## src/rtl/reaction_timer_core.sv

```systemverilog
// Reaction-timer game controller: random pre-go delay, millisecond reaction count,
// false-start / timeout detection and best-score tracking in one FSM.
module reaction_timer_core #(
    parameter int                TICK_DIV     = 50000,
    parameter int                LFSR_W       = 12,
    parameter logic [LFSR_W-1:0] LFSR_TAPS    = 12'hE08,
    parameter int                MIN_DELAY_MS = 1000,
    parameter int                CNT_W        = 24,
    parameter int                MAX_MS       = 9999,
    parameter int                LED_W        = 10
) (
    input  logic             clk50M,
    input  logic             rst,
    input  logic             onoff,
    input  logic             start,
    input  logic             stop,
    output logic [CNT_W-1:0] ms_count,
    output logic [CNT_W-1:0] best,
    output logic [CNT_W-1:0] dly_ms,
    output logic [LED_W-1:0] led,
    output logic             go,
    output logic             false_start,
    output logic             timeout,
    output logic             result_valid,
    output logic [2:0]       state
);

    localparam int PS_W = (TICK_DIV > 1) ? $clog2(TICK_DIV) : 1;

    typedef enum logic [2:0] {
        S_OFF    = 3'd0,
        S_IDLE   = 3'd1,
        S_WAIT   = 3'd2,
        S_GO     = 3'd3,
        S_RESULT = 3'd4,
        S_FAULT  = 3'd5
    } state_t;

    state_t            cur_state, nxt_state;
    logic [LFSR_W-1:0] lfsr;
    logic              fb;
    logic [PS_W-1:0]   prescaler, prescaler_nxt;
    logic              tick;
    logic [CNT_W-1:0]  dly_cnt, dly_cnt_nxt;
    logic [CNT_W-1:0]  ms_count_nxt, best_nxt, dly_ms_nxt, new_dly;
    logic              go_nxt, false_start_nxt, timeout_nxt, result_valid_nxt;

    assign fb      = ^(lfsr & LFSR_TAPS);
    assign tick    = (prescaler == PS_W'(TICK_DIV - 1));
    assign new_dly = CNT_W'(MIN_DELAY_MS) + CNT_W'(lfsr);
    assign state   = cur_state;

    always_comb begin
        nxt_state        = cur_state;
        prescaler_nxt    = tick ? '0 : prescaler + 1'b1;
        dly_cnt_nxt      = dly_cnt;
        ms_count_nxt     = ms_count;
        best_nxt         = best;
        dly_ms_nxt       = dly_ms;
        go_nxt           = go;
        false_start_nxt  = false_start;
        timeout_nxt      = timeout;
        result_valid_nxt = 1'b0;

        if (!onoff) begin
            nxt_state       = S_OFF;
            ms_count_nxt    = '0;
            dly_ms_nxt      = '0;
            go_nxt          = 1'b0;
            false_start_nxt = 1'b0;
            timeout_nxt     = 1'b0;
        end else begin
            case (cur_state)
                S_OFF: nxt_state = S_IDLE;

                // A start from any resting state begins a fresh round; stop is ignored here.
                S_IDLE, S_RESULT, S_FAULT: begin
                    if (start) begin
                        nxt_state       = S_WAIT;
                        dly_ms_nxt      = new_dly;
                        dly_cnt_nxt     = new_dly;
                        ms_count_nxt    = '0;
                        prescaler_nxt   = '0;
                        timeout_nxt     = 1'b0;
                        false_start_nxt = 1'b0;
                    end
                end

                S_WAIT: begin
                    if (stop) begin
                        nxt_state       = S_FAULT;
                        false_start_nxt = 1'b1;
                        ms_count_nxt    = '0;
                    end else if (tick) begin
                        dly_cnt_nxt = dly_cnt - 1'b1;
                        if (dly_cnt <= CNT_W'(1)) begin
                            nxt_state     = S_GO;
                            go_nxt        = 1'b1;
                            ms_count_nxt  = '0;
                            prescaler_nxt = '0;
                        end
                    end
                end

                // Stop freezes the count before any coincident tick is applied.
                S_GO: begin
                    if (stop) begin
                        nxt_state        = S_RESULT;
                        go_nxt           = 1'b0;
                        result_valid_nxt = 1'b1;
                        if (ms_count < best) best_nxt = ms_count;
                    end else if (tick) begin
                        if (ms_count >= CNT_W'(MAX_MS - 1)) begin
                            nxt_state    = S_RESULT;
                            ms_count_nxt = CNT_W'(MAX_MS);
                            go_nxt       = 1'b0;
                            timeout_nxt  = 1'b1;
                        end else begin
                            ms_count_nxt = ms_count + 1'b1;
                        end
                    end
                end

                default: nxt_state = S_OFF;
            endcase
        end
    end

    always_ff @(posedge clk50M) begin
        if (rst) begin
            cur_state    <= S_OFF;
            lfsr         <= LFSR_W'(1);
            prescaler    <= '0;
            dly_cnt      <= '0;
            ms_count     <= '0;
            best         <= '1;
            dly_ms       <= '0;
            led          <= '0;
            go           <= 1'b0;
            false_start  <= 1'b0;
            timeout      <= 1'b0;
            result_valid <= 1'b0;
        end else begin
            cur_state    <= nxt_state;
            lfsr         <= {lfsr[LFSR_W-2:0], fb};
            prescaler    <= prescaler_nxt;
            dly_cnt      <= dly_cnt_nxt;
            ms_count     <= ms_count_nxt;
            best         <= best_nxt;
            dly_ms       <= dly_ms_nxt;
            led          <= {LED_W{go_nxt}};
            go           <= go_nxt;
            false_start  <= false_start_nxt;
            timeout      <= timeout_nxt;
            result_valid <= result_valid_nxt;
        end
    end

endmodule
```

## config.mk

```make
export PLATFORM = sky130hd
export DESIGN_NAME = reaction_timer_core
export DESIGN_NICKNAME = d
export VERILOG_FILES = /design/src/rtl/reaction_timer_core.sv
export SDC_FILE = /design/constraint.sdc
export NUM_CORES = 1
export LEC_CHECK = 0
export CORE_MARGIN = 1
export CORE_UTILIZATION = 30
export CTS_CLUSTER_SIZE = 40
export DETAILED_ROUTE_END_ITERATION = 10
export GPL_TIMING_DRIVEN = 0
export MAX_ROUTING_LAYER = met4
export PLACE_DENSITY_LB_ADDON = 0.15
export SYNTH_ARGS = -nofsm -noshare
export SYNTH_HDL_FRONTEND = slang
export SYNTH_SLANG_ARGS = --single-unit
export TNS_END_PERCENT = 100
```

## constraint.sdc

```tcl
create_clock -name clk50M -period 6.8 [get_ports clk50M]
set_clock_uncertainty 0.2 [all_clocks]
set_input_delay 2.04 -clock clk50M [delete_from_list [all_inputs] [get_ports clk50M]]
set_output_delay 2.04 -clock clk50M [all_outputs]
set_load 0.01 [all_outputs]
```

==> reports/results.tsv <==
stage	metric	value	unit
outcome	run status	finished, final reports clean	
final_layout	net count of the finished layout	949	
synthesis	number of cells produced by synthesis	803	
grt	antenna violations before repair	0	
grt	total overflow reported by the global router	0	
timing	setup TNS after final layout	0	ps
synthesis	cell taking the most area after synthesis	dfxtp_1	
synthesis	synthesis-stage register bit count	120	
timing	Slew @ Worst Pin	867	ps
min_path	instance count along the most critical hold path	2	
worst_setup_path	Setup CP Type	input port to register	
synthesis	mean instance size in the synthesized netlist	8.23	µm²
synthesis	ys async rst share	0	%
worst_setup_path	total stage count of the critical path	9	
pwr	relative contribution of combinational cells to total power	8.4	%
final_layout	final antenna diode count	0	
synthesis	cell area after synthesis	0.00661	mm²
timing	count of pins over their slew limit	0	
synthesis	synthesis warning total	0	
timing	Max Clock Freq	205	MHz
clocking	master cell of the clock root buffer	clkbuf_16	
route	DRC errors left	0	
placed_design	placer's final routability congestion estimate	0.867	
clocking	htree depth	4	
synthesis	EDFF count, synth	0	
grt	global router's overall resource usage	18.2	%
timing	Setup-failing EPs final	0	
floorplan	vertical die dimension	150	µm
pwr	power share of the clock group	50.8	%
timing	RSZ-0062 raised after global routing	false	
floorplan	I/O pin total	94	
clocking	buffer depth of the longest clock path	2	
clocking	clock tree from TritonCTS	done	
route	router iterations before antenna repair	5	
grt	via count of the first global-routing pass	5712	
synthesis	fraction of synthesized cell area taken by the top area cell type	36.3	%
synthesis	post-synthesis xor/xnor area fraction	3.84	%
worst_setup_path	cell occurring most often along the worst timing path	clkbuf_1	
pwr	power after layout	1780	µW
synthesis	fraction of the mapped netlist area in compound gates	18.7	%
clocking	cts hold-fix bufs	0	
worst_setup_path	cell with the largest stage delay on the worst path	clkdlybuf4s50_1	
grt	pin count of the biggest net entering global routing	17	
clocking	Skew-Pair Late Insertion Delay	420	ps
floorplan	starting density of the core	31.1	%
clocking	post-CTS sizing	0	
synthesis	sequential area share after synthesis	36.3	%
pwr	Internal Dissipation	1340	µW
worst_setup_path	Buf+Inv Stages, Crit Path	4	
timing	share of the cycle needed by the critical path after routing	71.6	%
grt	first-pass GRT wire length	31000	µm
final_layout	Layout Area Growth over Synthesis	27.1	%
clocking	clock-pin transition on the worst setup and hold timing paths	60	ps
min_path	type of the most critical hold path	register to register	
route	Total Wirelength	19000	µm
synthesis	simple logic cell fraction of the synthesized area	24.5	%
clocking	CTS sink count	120	
timing	clock period minus worst slack	4870	ps
route	average wire per cell in the routed design	15.8	µm
timing	Max-slew headroom	41.8	%
synthesis	ranking of synthesized cells by area	dfxtp_1, nor2_1, ha_1	
pwr	Leak Pwr	0.00356	µW
clocking	# Post-CTS Setup Buffers	0	
route	number of design-rule violations left by the first detailed-router iteration	401	
pwr	proportion of total power due to net switching	25.1	%
worst_setup_path	Critical Path Start Type	input port	
job	Max Cap Viol	0	
worst_setup_path	cell-by-cell trace of the critical path	clkdlybuf4s50_1 > clkbuf_1 > nand3b_1 > a211oi_1 > o21ai_1 > or3_1 > clkbuf_1 > clkbuf_1 > o221a_2	
worst_setup_path	CP Max Fanout	10	
worst_setup_path	Arrival @ worst endpoint	4980	ps
synthesis	post-synthesis mux area share	3.80	%
pwr	power density cells	212	mW/mm²
synthesis	most frequent cells after synthesis	nor2_1, dfxtp_1, nand2_1, a21oi_1, clkbuf_1	
route	mean number of vias per cell	5.10	
placed_design	port buffer count	82	
worst_setup_path	delay of the slowest cell on the worst path	500	ps
worst_setup_path	required time of the worst setup path	6910	ps
synthesis	most numerous cell in the Yosys netlist	nor2_1	
placed_design	post-detailed-placement cell area	0.00782	mm²
synthesis	fraction of the mapped netlist area in adder cells	5.68	%
floorplan	die area	0.0226	mm²
placed_design	Final HPWL DP	13900	µm
synthesis	most common flop cell mapped by yosys	dfxtp_1	
route	count of antenna-violating nets left after detailed routing	0	
final_layout	fraction of layout cells with a size suffix above 1	10.5	%
timing	hold violation total from the final report	0	
worst_setup_path	delay-heaviest family, CP	buffers and inverters	
pwr	maximum VDD drop	158	µV
floorplan	Core Footprint	0.0213	mm²
worst_setup_path	depth of the worst register-to-register path	10	
pwr	switching pwr	448	µW
floorplan	horizontal die dimension	150	µm
floorplan	cell row count	53	
worst_setup_path	critical path endpoint category	register	
route	vias after detailed routing	6130	
pwr	sequential fraction of design power	40.8	%
clocking	Inserted Clock Buffers	17	
synthesis	unique cell type count in the Yosys netlist	67	
final_layout	post-route design area	0.00841	mm²
synthesis	dominant combinational cell family by area after synthesis	simple AND/OR/NAND/NOR gates	
## kinds of logic after synthesis
group / count (synthesis)
compound gates: 169
xor+xnor: 29
fa+ha+maj: 30
buf+inv: 102
flops: 120
mux: 25
other cells: 1
simple gates: 327
## cell usage in the layout (no fill, tap or decap), types with 6 or more instances in the layout
| cell type | count |
|---|---|
| nor2_1 | 131 |
| dfxtp_1 | 120 |
| clkdlybuf4s50_1 | 82 |
| nand2_1 | 58 |
| a21oi_1 | 42 |
| clkbuf_1 | 40 |
| inv_1 | 35 |
| o21ai_0 | 31 |
| ha_1 | 30 |
| mux2i_1 | 24 |
| o221a_2 | 24 |
| buf_4 | 21 |
| nand3_1 | 20 |
| xor2_1 | 20 |
| nor3_1 | 19 |
| clkbuf_16 | 17 |
| nor2b_1 | 14 |
| nand4_1 | 12 |
| and3_1 | 11 |
| conb_1 | 11 |
| nand2b_1 | 10 |
| a31oi_1 | 10 |
| a211oi_1 | 10 |
| nor4_1 | 9 |
| or3_1 | 9 |
| xnor2_1 | 9 |
| o211ai_1 | 7 |
| and2_1 | 6 |
## layout make-up
| type | count | area [µm²] |
|---|---|---|
| Inverter | 35 | 131 |
| Buffer | 67 | 342 |
| Timing Repair Buffer | 82 | 821 |
| Fill cell | 2169 | 12900 |
| Tap cell | 275 | 344 |
| Clock buffer | 20 | 467 |
| Multi-Input combinational cell | 591 | 3770 |
| Sequential cell | 120 | 2400 |
| Clock inverter | 12 | 125 |
## flip-flops by register name, indices dropped and copies added (netlist names)
| name | count |
|---|---|
| result_valid | 1 |
| dly_cnt | 24 |
| false_start | 1 |
| prescaler | 16 |
| best | 24 |
| timeout | 1 |
| go | 1 |
| lfsr | 12 |
| dly_ms | 13 |
| ms_count | 24 |
| state | 3 |
## power groups by stage
stage | Sequential [µW] | Clock, µW | Combinational [µW]
after floorplan | 741 | 0 | 105
after detailed placement | 742 | 0 | 150
after CTS | 727 | 928 | 151
after global placement | 742 | 0 | 150
final | 727 | 906 | 150
after global routing | 728 | 958 | 168
## tightest hold or removal path, delay by kind of cell, from the launching register on
kind            cells  cell delay (ps)
compound gates      1               50
simple gates        1               50
flops               1              300
## metal layers
layer,GRT usage (%),up-vias,wire [µm]
li1,-,3072,-
met4,5.71,0,278
met5,-,-,0
met1,24.4,2866,9190
met2,27.0,169,8450
met3,4.03,23,1060
## path summary, 6_finish.rpt
| kind | startpoint | endpoint | slack [ps] |
|---|---|---|---|
| worst min register to register | dly_ms[0] | dly_ms[0] | 250 |
| worst min-delay path | dly_ms[0] | dly_ms[0] | 250 |
| worst max register to register | best[13] | best[21] | 3330 |
| worst max-delay path | stop | best[21] | 1930 |
## metrics by stage
stage	util, %	hold WS [ps]	worst slack, ps	cells
after global routing	39.5	273	1720	1202
final	39.5	253	1930	1202
after CTS	39.5	257	1910	1202
after global placement	36.7	234	1450	1170
after floorplan	-	218	2770	813
after detailed placement	36.7	249	1480	1170
Power figures use the tool's default switching activity.
